`src/rtl/color_sensor_scanner.sv`:
```
// TCS3200-style colour front end: sequences RED/BLUE/GREEN filters, counts sensor edges over a
// fixed gate per channel and classifies each count against per-channel hit windows.
module color_sensor_scanner #(
    parameter int               CNT_W         = 16,
    parameter int               GATE_CYCLES   = 1000000,
    parameter int               SETTLE_CYCLES = 1000,
    parameter logic [1:0]       SCALE_DEFAULT = 2'b11,
    parameter logic [CNT_W-1:0] R_MIN         = '0,
    parameter logic [CNT_W-1:0] R_MAX         = '0,
    parameter logic [CNT_W-1:0] B_MIN         = '0,
    parameter logic [CNT_W-1:0] B_MAX         = '0,
    parameter logic [CNT_W-1:0] G_MIN         = '0,
    parameter logic [CNT_W-1:0] G_MAX         = '0
) (
    input  logic             clk,
    input  logic             reset,
    input  logic             sensor_freq,
    input  logic             start,
    input  logic             continuous,
    input  logic [1:0]       scale_sel,
    output logic [1:0]       scale,
    output logic [1:0]       filter,
    output logic             enf,
    output logic [2:0]       color,
    output logic [CNT_W-1:0] red_cnt,
    output logic [CNT_W-1:0] blue_cnt,
    output logic [CNT_W-1:0] green_cnt,
    output logic             frame_done,
    output logic             busy,
    output logic             overflow
);

    localparam int TMR_MAX = (GATE_CYCLES > SETTLE_CYCLES) ? GATE_CYCLES : SETTLE_CYCLES;
    localparam int TMR_W   = $clog2(TMR_MAX) + 1;
    localparam logic [TMR_W-1:0] SETTLE_LOAD = TMR_W'(SETTLE_CYCLES - 1);
    localparam logic [TMR_W-1:0] GATE_LOAD   = TMR_W'(GATE_CYCLES - 1);

    localparam logic [1:0] ST_IDLE   = 2'd0;
    localparam logic [1:0] ST_SETTLE = 2'd1;
    localparam logic [1:0] ST_GATE   = 2'd2;
    localparam logic [1:0] ST_DONE   = 2'd3;

    localparam logic [1:0] F_RED   = 2'b00;
    localparam logic [1:0] F_BLUE  = 2'b01;
    localparam logic [1:0] F_GREEN = 2'b11;

    function automatic logic in_window(input logic [CNT_W-1:0] cnt,
                                       input logic [CNT_W-1:0] lo,
                                       input logic [CNT_W-1:0] hi);
        return (lo <= cnt) && (cnt <= hi);
    endfunction

    logic             sync1_q, sync2_q, prev_q;
    logic [1:0]       state_q, state_d;
    logic [TMR_W-1:0] timer_q, timer_d;
    logic [1:0]       filter_q, filter_d;
    logic [1:0]       scale_q, scale_d;
    logic [CNT_W-1:0] cnt_q, cnt_d;
    logic [CNT_W-1:0] hold_r_q, hold_r_d;
    logic [CNT_W-1:0] hold_b_q, hold_b_d;
    logic [CNT_W-1:0] red_cnt_q, red_cnt_d;
    logic [CNT_W-1:0] blue_cnt_q, blue_cnt_d;
    logic [CNT_W-1:0] green_cnt_q, green_cnt_d;
    logic [2:0]       color_q, color_d;
    logic             overflow_q, overflow_d;
    logic             rise;
    logic             sat;
    logic [CNT_W-1:0] cnt_inc;

    // Only the synchronised rising edge is counted, never a level.
    assign rise = sync2_q & ~prev_q;

    always_comb begin
        state_d     = state_q;
        timer_d     = timer_q;
        filter_d    = filter_q;
        scale_d     = scale_q;
        cnt_d       = cnt_q;
        hold_r_d    = hold_r_q;
        hold_b_d    = hold_b_q;
        red_cnt_d   = red_cnt_q;
        blue_cnt_d  = blue_cnt_q;
        green_cnt_d = green_cnt_q;
        color_d     = color_q;
        overflow_d  = overflow_q;

        sat     = 1'b0;
        cnt_inc = cnt_q;
        if (rise) begin
            if (cnt_q == '1) sat = 1'b1;
            else             cnt_inc = cnt_q + CNT_W'(1);
        end

        case (state_q)
            ST_IDLE: begin
                if (start) begin
                    state_d    = ST_SETTLE;
                    timer_d    = SETTLE_LOAD;
                    filter_d   = F_RED;
                    scale_d    = scale_sel;
                    overflow_d = 1'b0;
                    cnt_d      = '0;
                end
            end
            ST_SETTLE: begin
                cnt_d = '0;
                if (timer_q == '0) begin
                    state_d = ST_GATE;
                    timer_d = GATE_LOAD;
                end else begin
                    timer_d = timer_q - TMR_W'(1);
                end
            end
            ST_GATE: begin
                cnt_d = cnt_inc;
                if (sat) overflow_d = 1'b1;
                if (timer_q == '0) begin
                    cnt_d   = '0;
                    timer_d = SETTLE_LOAD;
                    state_d = ST_SETTLE;
                    case (filter_q)
                        F_RED: begin
                            hold_r_d = cnt_inc;
                            filter_d = F_BLUE;
                        end
                        F_BLUE: begin
                            hold_b_d = cnt_inc;
                            filter_d = F_GREEN;
                        end
                        default: begin
                            // Results publish together so frame_done sees a coherent frame.
                            red_cnt_d   = hold_r_q;
                            blue_cnt_d  = hold_b_q;
                            green_cnt_d = cnt_inc;
                            color_d     = {in_window(cnt_inc, G_MIN, G_MAX),
                                           in_window(hold_b_q, B_MIN, B_MAX),
                                           in_window(hold_r_q, R_MIN, R_MAX)};
                            state_d     = ST_DONE;
                        end
                    endcase
                end else begin
                    timer_d = timer_q - TMR_W'(1);
                end
            end
            default: begin
                if (continuous) begin
                    state_d  = ST_SETTLE;
                    timer_d  = SETTLE_LOAD;
                    filter_d = F_RED;
                    scale_d  = scale_sel;
                    cnt_d    = '0;
                end else begin
                    state_d = ST_IDLE;
                end
            end
        endcase
    end

    always_ff @(posedge clk) begin
        if (reset) begin
            sync1_q     <= 1'b0;
            sync2_q     <= 1'b0;
            prev_q      <= 1'b0;
            state_q     <= ST_IDLE;
            timer_q     <= '0;
            filter_q    <= F_RED;
            scale_q     <= SCALE_DEFAULT;
            cnt_q       <= '0;
            hold_r_q    <= '0;
            hold_b_q    <= '0;
            red_cnt_q   <= '0;
            blue_cnt_q  <= '0;
            green_cnt_q <= '0;
            color_q     <= 3'b000;
            overflow_q  <= 1'b0;
        end else begin
            sync1_q     <= sensor_freq;
            sync2_q     <= sync1_q;
            prev_q      <= sync2_q;
            state_q     <= state_d;
            timer_q     <= timer_d;
            filter_q    <= filter_d;
            scale_q     <= scale_d;
            cnt_q       <= cnt_d;
            hold_r_q    <= hold_r_d;
            hold_b_q    <= hold_b_d;
            red_cnt_q   <= red_cnt_d;
            blue_cnt_q  <= blue_cnt_d;
            green_cnt_q <= green_cnt_d;
            color_q     <= color_d;
            overflow_q  <= overflow_d;
        end
    end

    assign scale      = scale_q;
    assign filter     = filter_q;
    assign busy       = (state_q != ST_IDLE);
    assign enf        = busy;
    assign frame_done = (state_q == ST_DONE);
    assign color      = color_q;
    assign red_cnt    = red_cnt_q;
    assign blue_cnt   = blue_cnt_q;
    assign green_cnt  = green_cnt_q;
    assign overflow   = overflow_q;

endmodule
```
`config.mk`:
```
export PLATFORM = sky130hd
export DESIGN_NAME = color_sensor_scanner
export DESIGN_NICKNAME = d
export VERILOG_FILES = /design/src/rtl/color_sensor_scanner.sv
export SDC_FILE = /design/constraint.sdc
export NUM_CORES = 1
export LEC_CHECK = 0
export BUFFER_PORTS_ARGS = -buffer_cell sky130_fd_sc_hd__buf_2
export CORE_ASPECT_RATIO = 1.75
export CORE_MARGIN = 1
export CORE_UTILIZATION = 40
export DETAILED_ROUTE_END_ITERATION = 10
export PLACE_DENSITY = 0.55
export SLEW_MARGIN = 10
export SYNTH_ARGS = -nofsm -noshare
export SYNTH_HDL_FRONTEND = slang
export SYNTH_SLANG_ARGS = --single-unit
```
`constraint.sdc`:
```
create_clock -name clk -period 8.5 [get_ports clk]
set_clock_uncertainty 0.2 [all_clocks]
set_input_delay 0.425 -clock clk [delete_from_list [all_inputs] [get_ports clk]]
set_output_delay 0.425 -clock clk [all_outputs]
set_load 0.03 [all_outputs]
```
After elaboration in Yosys (flattened, before gate mapping)
Index checks and enable logic that the tools add are counted.
{ "word_totals": {"output_inout_bits": 59, "input_bits": 7, "reg_bits": 130} }
{ "classes": {"eq_ne": 10, "n_reduce_logical": 21, "n_bitwise": 5, "mux": 30, "magnitude_cmp": 6, "add_sub_neg": 2} }
{ "ops": {"columns": ["operator", "count"], "rows": [
  ["two-way mux 21 bit", 4],
  ["two-way mux 16 bit", 5],
  ["one-hot mux 21 bit (3 select lines)", 1],
  ["less-or-equal comparator 1 x 16 -> 1 bit, first input constant", 3],
  ["less-or-equal comparator 16 x 1 -> 1 bit, second input constant", 3],
  ["one-hot mux 16 bit (3 select lines)", 1],
  ["logical NOT 21 bit", 1],
  ["subtractor 21 x 1 -> 21 bit, second input constant", 1],
  ["two-way mux 2 bit", 9],
  ["AND reduction 3 bit", 6],
  ["adder 16 x 1 -> 16 bit, second input constant", 1],
  ["equality test 16 bit, second input constant", 1],
  ["one-hot mux 2 bit (3 select lines)", 2],
  ["!= test 2 bit, second input constant", 4],
  ["one-hot mux 2 bit (2 select lines)", 2],
  ["nonzero test 2 bit", 3],
  ["two-way mux 1 bit", 5],
  ["AND reduction 5 bit", 1],
  ["equality test 2 x 1 -> 1 bit, second input constant", 2],
  ["equality test 2 bit, second input constant", 2],
  ["logical NOT 2 bit", 2],
  ["NOT 1 bit", 4],
  ["nonzero test 4 bit", 1],
  ["OR reduction 2 bit", 2],
  ["other kinds (6)", 8]
]} }

Longest topological paths before layout
{ "depth": {"word_depth": 5, "mapped_depth": 11} }

Worst setup path after synthesis
Ideal clock, no wire load.
{ "synth_path": {"path_type": "register -> register", "start": "register timer_q[13]", "end": "register timer_q[14]", "stages_incl_launch_ff": 10, "slack_ns": 5.646, "synth_period_minus_slack_ns": 2.854, "path_buffers": 2, "arrival_time_ns": 2.530, "setup_ns": 0.125, "path_cell_list": "dfxtp_1 > or4_1 > or4_4 > or4_4 > buf_6 > o21ai_2 > buf_4 > nor2_1 > o21ai_0 > o41ai_1"} }
{ "synth_between": {"elab_chain_cells": 3, "word_cells_on_any_way": 5} }
{ "synth_rtl": {"columns": ["item", "line", "text"], "rows": [
  ["start, declared", "55", "logic [TMR_W-1:0] timer_q, timer_d;"],
  ["start signal, assigned", "181", "timer_q <= timer_d;"],
  ["subtractor 21 x 1 -> 21 bit or logical NOT 21 bit (tied branches)", null, null],
  ["two-way mux 21 bit, on equally long branches", "117, 107", null],
  ["one-hot mux 21 bit (3 select lines) *", "94", "case (state_q)"]
]} }
Mark *: on every way between the ends. The rest lies on a longest branch, timed or not.
A chain may end at the register's enable or synchronous reset.

Worst setup path after layout
{ "layout_path": {"start": "register timer_q[0]", "end": "register hold_b_q[10]"} }
{ "layout_between": {"elab_chain_cells": 2} }
{ "layout_rtl": {"columns": ["item", "line", "text"], "rows": [
  ["logical NOT 21 bit", "117", "if (timer_q == '0) begin"],
  ["AND reduction 3 bit (no line)", null, null],
  ["end signal, assigned", "186", "hold_b_q <= hold_b_d;"],
  ["end, declared", "60", "logic [CNT_W-1:0] hold_b_q, hold_b_d;"]
]} }
No other way between the ends.

==> impl_metrics.xml <==
<?xml version="1.0" encoding="UTF-8"?>
<metrics>
  <group name="clock_tree">
    <metric name="post_cts.resized_instances" unit="">0</metric>
    <metric name="hold_bufs_at_cts" unit="">0</metric>
    <metric name="clkLatencyLatePin" unit="ps">410</metric>
    <metric name="cts_root_buffer" unit="">sky130_fd_sc_hd__clkbuf_16</metric>
    <metric name="clock_path_buffers" unit="">2</metric>
    <metric name="cts_made_buffers" unit="">17</metric>
    <metric name="cts_max_level" unit="">4</metric>
    <metric name="cts.clk_slew.worst_paths" unit="ps">70</metric>
    <metric name="numClockSinks" unit="">130</metric>
    <metric name="cts_tree" unit="">yes</metric>
    <metric name="cts.repair_timing.setup_buffer_count" unit="">0</metric>
  </group>
  <group name="sta">
    <metric name="max_clock_freq" unit="MHz">275.6</metric>
    <metric name="fin_setup_tns" unit="ps">0</metric>
    <metric name="final_report_setup_violation_count" unit="">0</metric>
    <metric name="final-max-slew-violation-count" unit="">0</metric>
    <metric name="worst_slew_pin_slew" unit="ps">892.7</metric>
    <metric name="slew_headroom" unit="%">40.49</metric>
    <metric name="layout_worst_path_cycle_share" unit="%">42.68</metric>
    <metric name="unrepaired_setup_endpoints_after_global_routing" unit="">no</metric>
    <metric name="report.final.hold_viol_count" unit="">0</metric>
    <metric name="finalWorstPathRequiredPeriod" unit="ps">3628</metric>
  </group>
  <group name="routing">
    <metric name="firstDrtPassIters" unit="">5</metric>
    <metric name="drc" unit="">0</metric>
    <metric name="drt_wirelength" unit="mm">15.38</metric>
    <metric name="vias" unit="">4951</metric>
    <metric name="vias_per_cell" unit="">5.382</metric>
    <metric name="wl_per_cell" unit="um">16.72</metric>
    <metric name="drt_iter0_markers" unit="">265</metric>
    <metric name="drtAntennaViolNets" unit="">0</metric>
  </group>
  <group name="global_routing">
    <metric name="residual_overflow_from_global_routing" unit="">0</metric>
    <metric name="grt_first_pass_wirelength" unit="mm">24.82</metric>
    <metric name="grt_antenna_before_repair" unit="">0</metric>
    <metric name="first_global_vias" unit="">4827</metric>
    <metric name="grt_util_all_layers" unit="%">21.84</metric>
    <metric name="grt_start_max_net_pins" unit="">72</metric>
  </group>
  <group name="placed_design">
    <metric name="port-buffer-count" unit="">65</metric>
    <metric name="dp_hpwl" unit="mm">10.88</metric>
    <metric name="finalWeightedCongestion" unit="">0.9387</metric>
  </group>
  <group name="pwr">
    <metric name="vdd_ir_drop_max" unit="mV">0.1684</metric>
    <metric name="totalPowerFinal" unit="mW">1.751</metric>
    <metric name="pwr_density_cell" unit="nW/um^2">263.8</metric>
    <metric name="power_leakage" unit="nW">2.420</metric>
  </group>
  <group name="yosys">
    <metric name="synthArstFlopShare" unit="%">0</metric>
    <metric name="post_synth.cell_area_avg" unit="um^2">8.290</metric>
    <metric name="synth_top_flop_cell" unit="">sky130_fd_sc_hd__dfxtp_1</metric>
    <metric name="syn_area" unit="um^2">5695</metric>
    <metric name="synthesis.nets" unit="">700</metric>
    <metric name="ys_ff_latch" unit="">130</metric>
    <metric name="syn-instance-count" unit="">687</metric>
    <metric name="number_of_enable_flip_flop_cells_after_synthesis" unit="">0</metric>
    <metric name="synth.distinct_cells" unit="">52</metric>
    <metric name="ys_warn_count" unit="">0</metric>
    <metric name="seq_area_frac_synth" unit="%">45.69</metric>
  </group>
  <group name="worst_setup_path">
    <metric name="critPathRequiredTime" unit="ps">8620</metric>
    <metric name="criticalPathCategory" unit="">register to register</metric>
    <metric name="timing.critical_path.fanout_max" unit="">26</metric>
    <metric name="worst_setup_path_end_kind" unit="">register</metric>
    <metric name="critical_path.max_stage_delay" unit="ps">770</metric>
    <metric name="setup.reg_to_reg.worst_slack" unit="ps">4870</metric>
    <metric name="worstPathCellList" unit="">inv_1 -&gt; ha_1 -&gt; nor3b_1 -&gt; nand3b_1 -&gt; or4_4 -&gt; nor2_2 -&gt; and3_1 -&gt; nor2_1 -&gt; a211oi_1</metric>
    <metric name="critical_path_arrival" unit="ps">3750</metric>
    <metric name="cp-start-kind" unit="">register</metric>
    <metric name="timing.critical_path.slowest_stage_cell" unit="">sky130_fd_sc_hd__and3_1</metric>
  </group>
  <group name="die">
    <metric name="die_h" unit="um">159.9</metric>
    <metric name="initial_core_util" unit="%">40.95</metric>
    <metric name="rows" unit="">57</metric>
    <metric name="fp.dieW" unit="um">92.20</metric>
    <metric name="io_pins" unit="">66</metric>
    <metric name="fp.dieArea" unit="um^2">14740</metric>
    <metric name="floorplan.core_area" unit="um^2">13910</metric>
  </group>
  <group name="layout">
    <metric name="post_route_cells_drive_above_1_share" unit="%">16.69</metric>
    <metric name="n_antenna_cell" unit="">0</metric>
    <metric name="fin_nets" unit="">743</metric>
    <metric name="utilization" unit="%">47.74</metric>
    <metric name="flow.area_growth_from_synthesis" unit="%">16.56</metric>
  </group>
  <group name="run_status">
    <metric name="status" unit="">finished clean</metric>
  </group>
  <group name="worst_hold_path">
    <metric name="hold_path_class" unit="">input port to register</metric>
  </group>
  <group name="job">
    <metric name="max_cap_viol_count" unit="">0</metric>
  </group>
</metrics>
==> metrics by stage <==
stage	hold slack, ps	area [um^2]	cells	setup WS [ps]
2_1_floorplan	213.8	5695	687	5646
3_3_place_gp	219.0	6033	887	4890
3_5_place_dp	226.8	6033	887	4815
4_1_cts	2.359	6619	919	4792
5_1_grt	6.660	6639	920	4542
6_report	16.89	6639	920	4872
==> synthesized netlist by cell type (4+ instances only) <==
master	count	share of area, %
sky130_fd_sc_hd__a211oi_1	23	3.0
sky130_fd_sc_hd__a211oi_2	10	2.2
sky130_fd_sc_hd__a21oi_1	75	6.6
sky130_fd_sc_hd__a22oi_1	6	0.79
sky130_fd_sc_hd__a31oi_1	5	0.55
sky130_fd_sc_hd__and3_1	6	0.66
sky130_fd_sc_hd__and4_1	4	0.62
sky130_fd_sc_hd__buf_2	4	0.35
sky130_fd_sc_hd__buf_4	7	0.92
sky130_fd_sc_hd__buf_6	4	0.79
sky130_fd_sc_hd__clkbuf_1	30	2.0
sky130_fd_sc_hd__dfxtp_1	130	46
sky130_fd_sc_hd__ha_1	6	1.3
sky130_fd_sc_hd__inv_1	7	0.46
sky130_fd_sc_hd__mux2_2	4	0.79
sky130_fd_sc_hd__mux2i_1	7	1.2
sky130_fd_sc_hd__nand2_1	106	7.0
sky130_fd_sc_hd__nand2b_1	6	0.66
sky130_fd_sc_hd__nand3_1	7	0.62
sky130_fd_sc_hd__nand3b_1	5	0.66
sky130_fd_sc_hd__nand4_1	8	0.88
sky130_fd_sc_hd__nor2_1	99	6.5
sky130_fd_sc_hd__nor2b_1	8	0.88
sky130_fd_sc_hd__nor3_1	19	1.7
sky130_fd_sc_hd__nor4_1	18	2.0
sky130_fd_sc_hd__o21ai_0	20	1.8
sky130_fd_sc_hd__o22ai_1	4	0.44
sky130_fd_sc_hd__or4_1	4	0.53
sky130_fd_sc_hd__xnor2_1	9	1.4
sky130_fd_sc_hd__xor2_1	9	1.4
==> worst max-delay path, delay by kind of cell (launching register included) <==
kind / cells / cell delay, ps
flip-flops: 1 / 340
AO/OA/AOI/OAI: 1 / 250
adder cells (fa/ha/maj): 1 / 190
buffers and inverters: 1 / 80
AND/OR/NAND/NOR: 6 / 2470
==> cells by family after synthesis <==
kind of cell | count (synthesis) | synth area share [%]
buffers and inverters | 53 | 4.855
AND/OR/NAND/NOR | 308 | 25.42
XOR/XNOR | 18 | 2.768
flip-flops | 130 | 45.69
AO/OA/AOI/OAI | 161 | 17.93
multiplexers | 11 | 2.021
adder cells (fa/ha/maj) | 6 | 1.318
==> final timing paths <==
kind,to,cells past startpoint,from
setup reg to reg,hold_b_q[10],9,timer_q[0]
setup / recovery,hold_b_q[10],9,timer_q[0]
hold / removal,scale[0],2,scale_sel[0]
hold reg to reg,sync2_q,1,sync1_q
==> power breakdown <==
part | switching (mW) | total [mW] | internal, mW
clock network | 0.315 | 0.707 | 0.392
registers | 0.0326 | 0.674 | 0.641
logic | 0.247 | 0.370 | 0.123
==> sequential cells by signal, indices dropped and copies added, names as in the netlist, 3 cells and up <==
name       count
timer_q       21
blue_cnt      16
cnt_q         16
green_cnt     16
hold_b_q      16
hold_r_q      16
red_cnt       16
color          3
==> layer usage <==
metal,GRT usage [%],up-vias,share of wire [%],wire length (um)
li1,-,2508,-,-
met1,23.43,2310,39,6027
met2,39.55,107,55,8397
met3,4.429,26,2.9,441
met4,11.43,0,3.3,511
met5,0,-,0,0
==> final cells by class <==
class	count	area (um^2)
inverters	7	26.28
clock buffers	17	425.4
repair buffers	70	377.9
multi-input cells	504	2825
well taps	177	221.5
flip-flops and latches	130	2603
clock inverters	15	160.2
fillers	1398	7268
==> cell usage in the layout, fill, tap and decap left out, types with 5 or more instances in the layout <==
master                        n
sky130_fd_sc_hd__dfxtp_1    130
sky130_fd_sc_hd__nand2_1    106
sky130_fd_sc_hd__nor2_1      99
sky130_fd_sc_hd__a21oi_1     75
sky130_fd_sc_hd__buf_2       64
sky130_fd_sc_hd__a211oi_1    23
sky130_fd_sc_hd__o21ai_0     20
sky130_fd_sc_hd__nor3_1      19
sky130_fd_sc_hd__nor4_1      18
sky130_fd_sc_hd__clkbuf_16   17
sky130_fd_sc_hd__a211oi_2    10
sky130_fd_sc_hd__xor2_1       9
sky130_fd_sc_hd__xnor2_1      9
sky130_fd_sc_hd__nand4_1      8
sky130_fd_sc_hd__nor2b_1      8
sky130_fd_sc_hd__inv_1        7
sky130_fd_sc_hd__nand3_1      7
sky130_fd_sc_hd__mux2i_1      7
sky130_fd_sc_hd__and3_1       6
sky130_fd_sc_hd__nand2b_1     6
sky130_fd_sc_hd__a22oi_1      6
sky130_fd_sc_hd__ha_1         6
sky130_fd_sc_hd__nand3b_1     5
sky130_fd_sc_hd__a31oi_1      5
sky130_fd_sc_hd__inv_6        5
sky130_fd_sc_hd__buf_4        5
(Power assumes the default switching activity.)
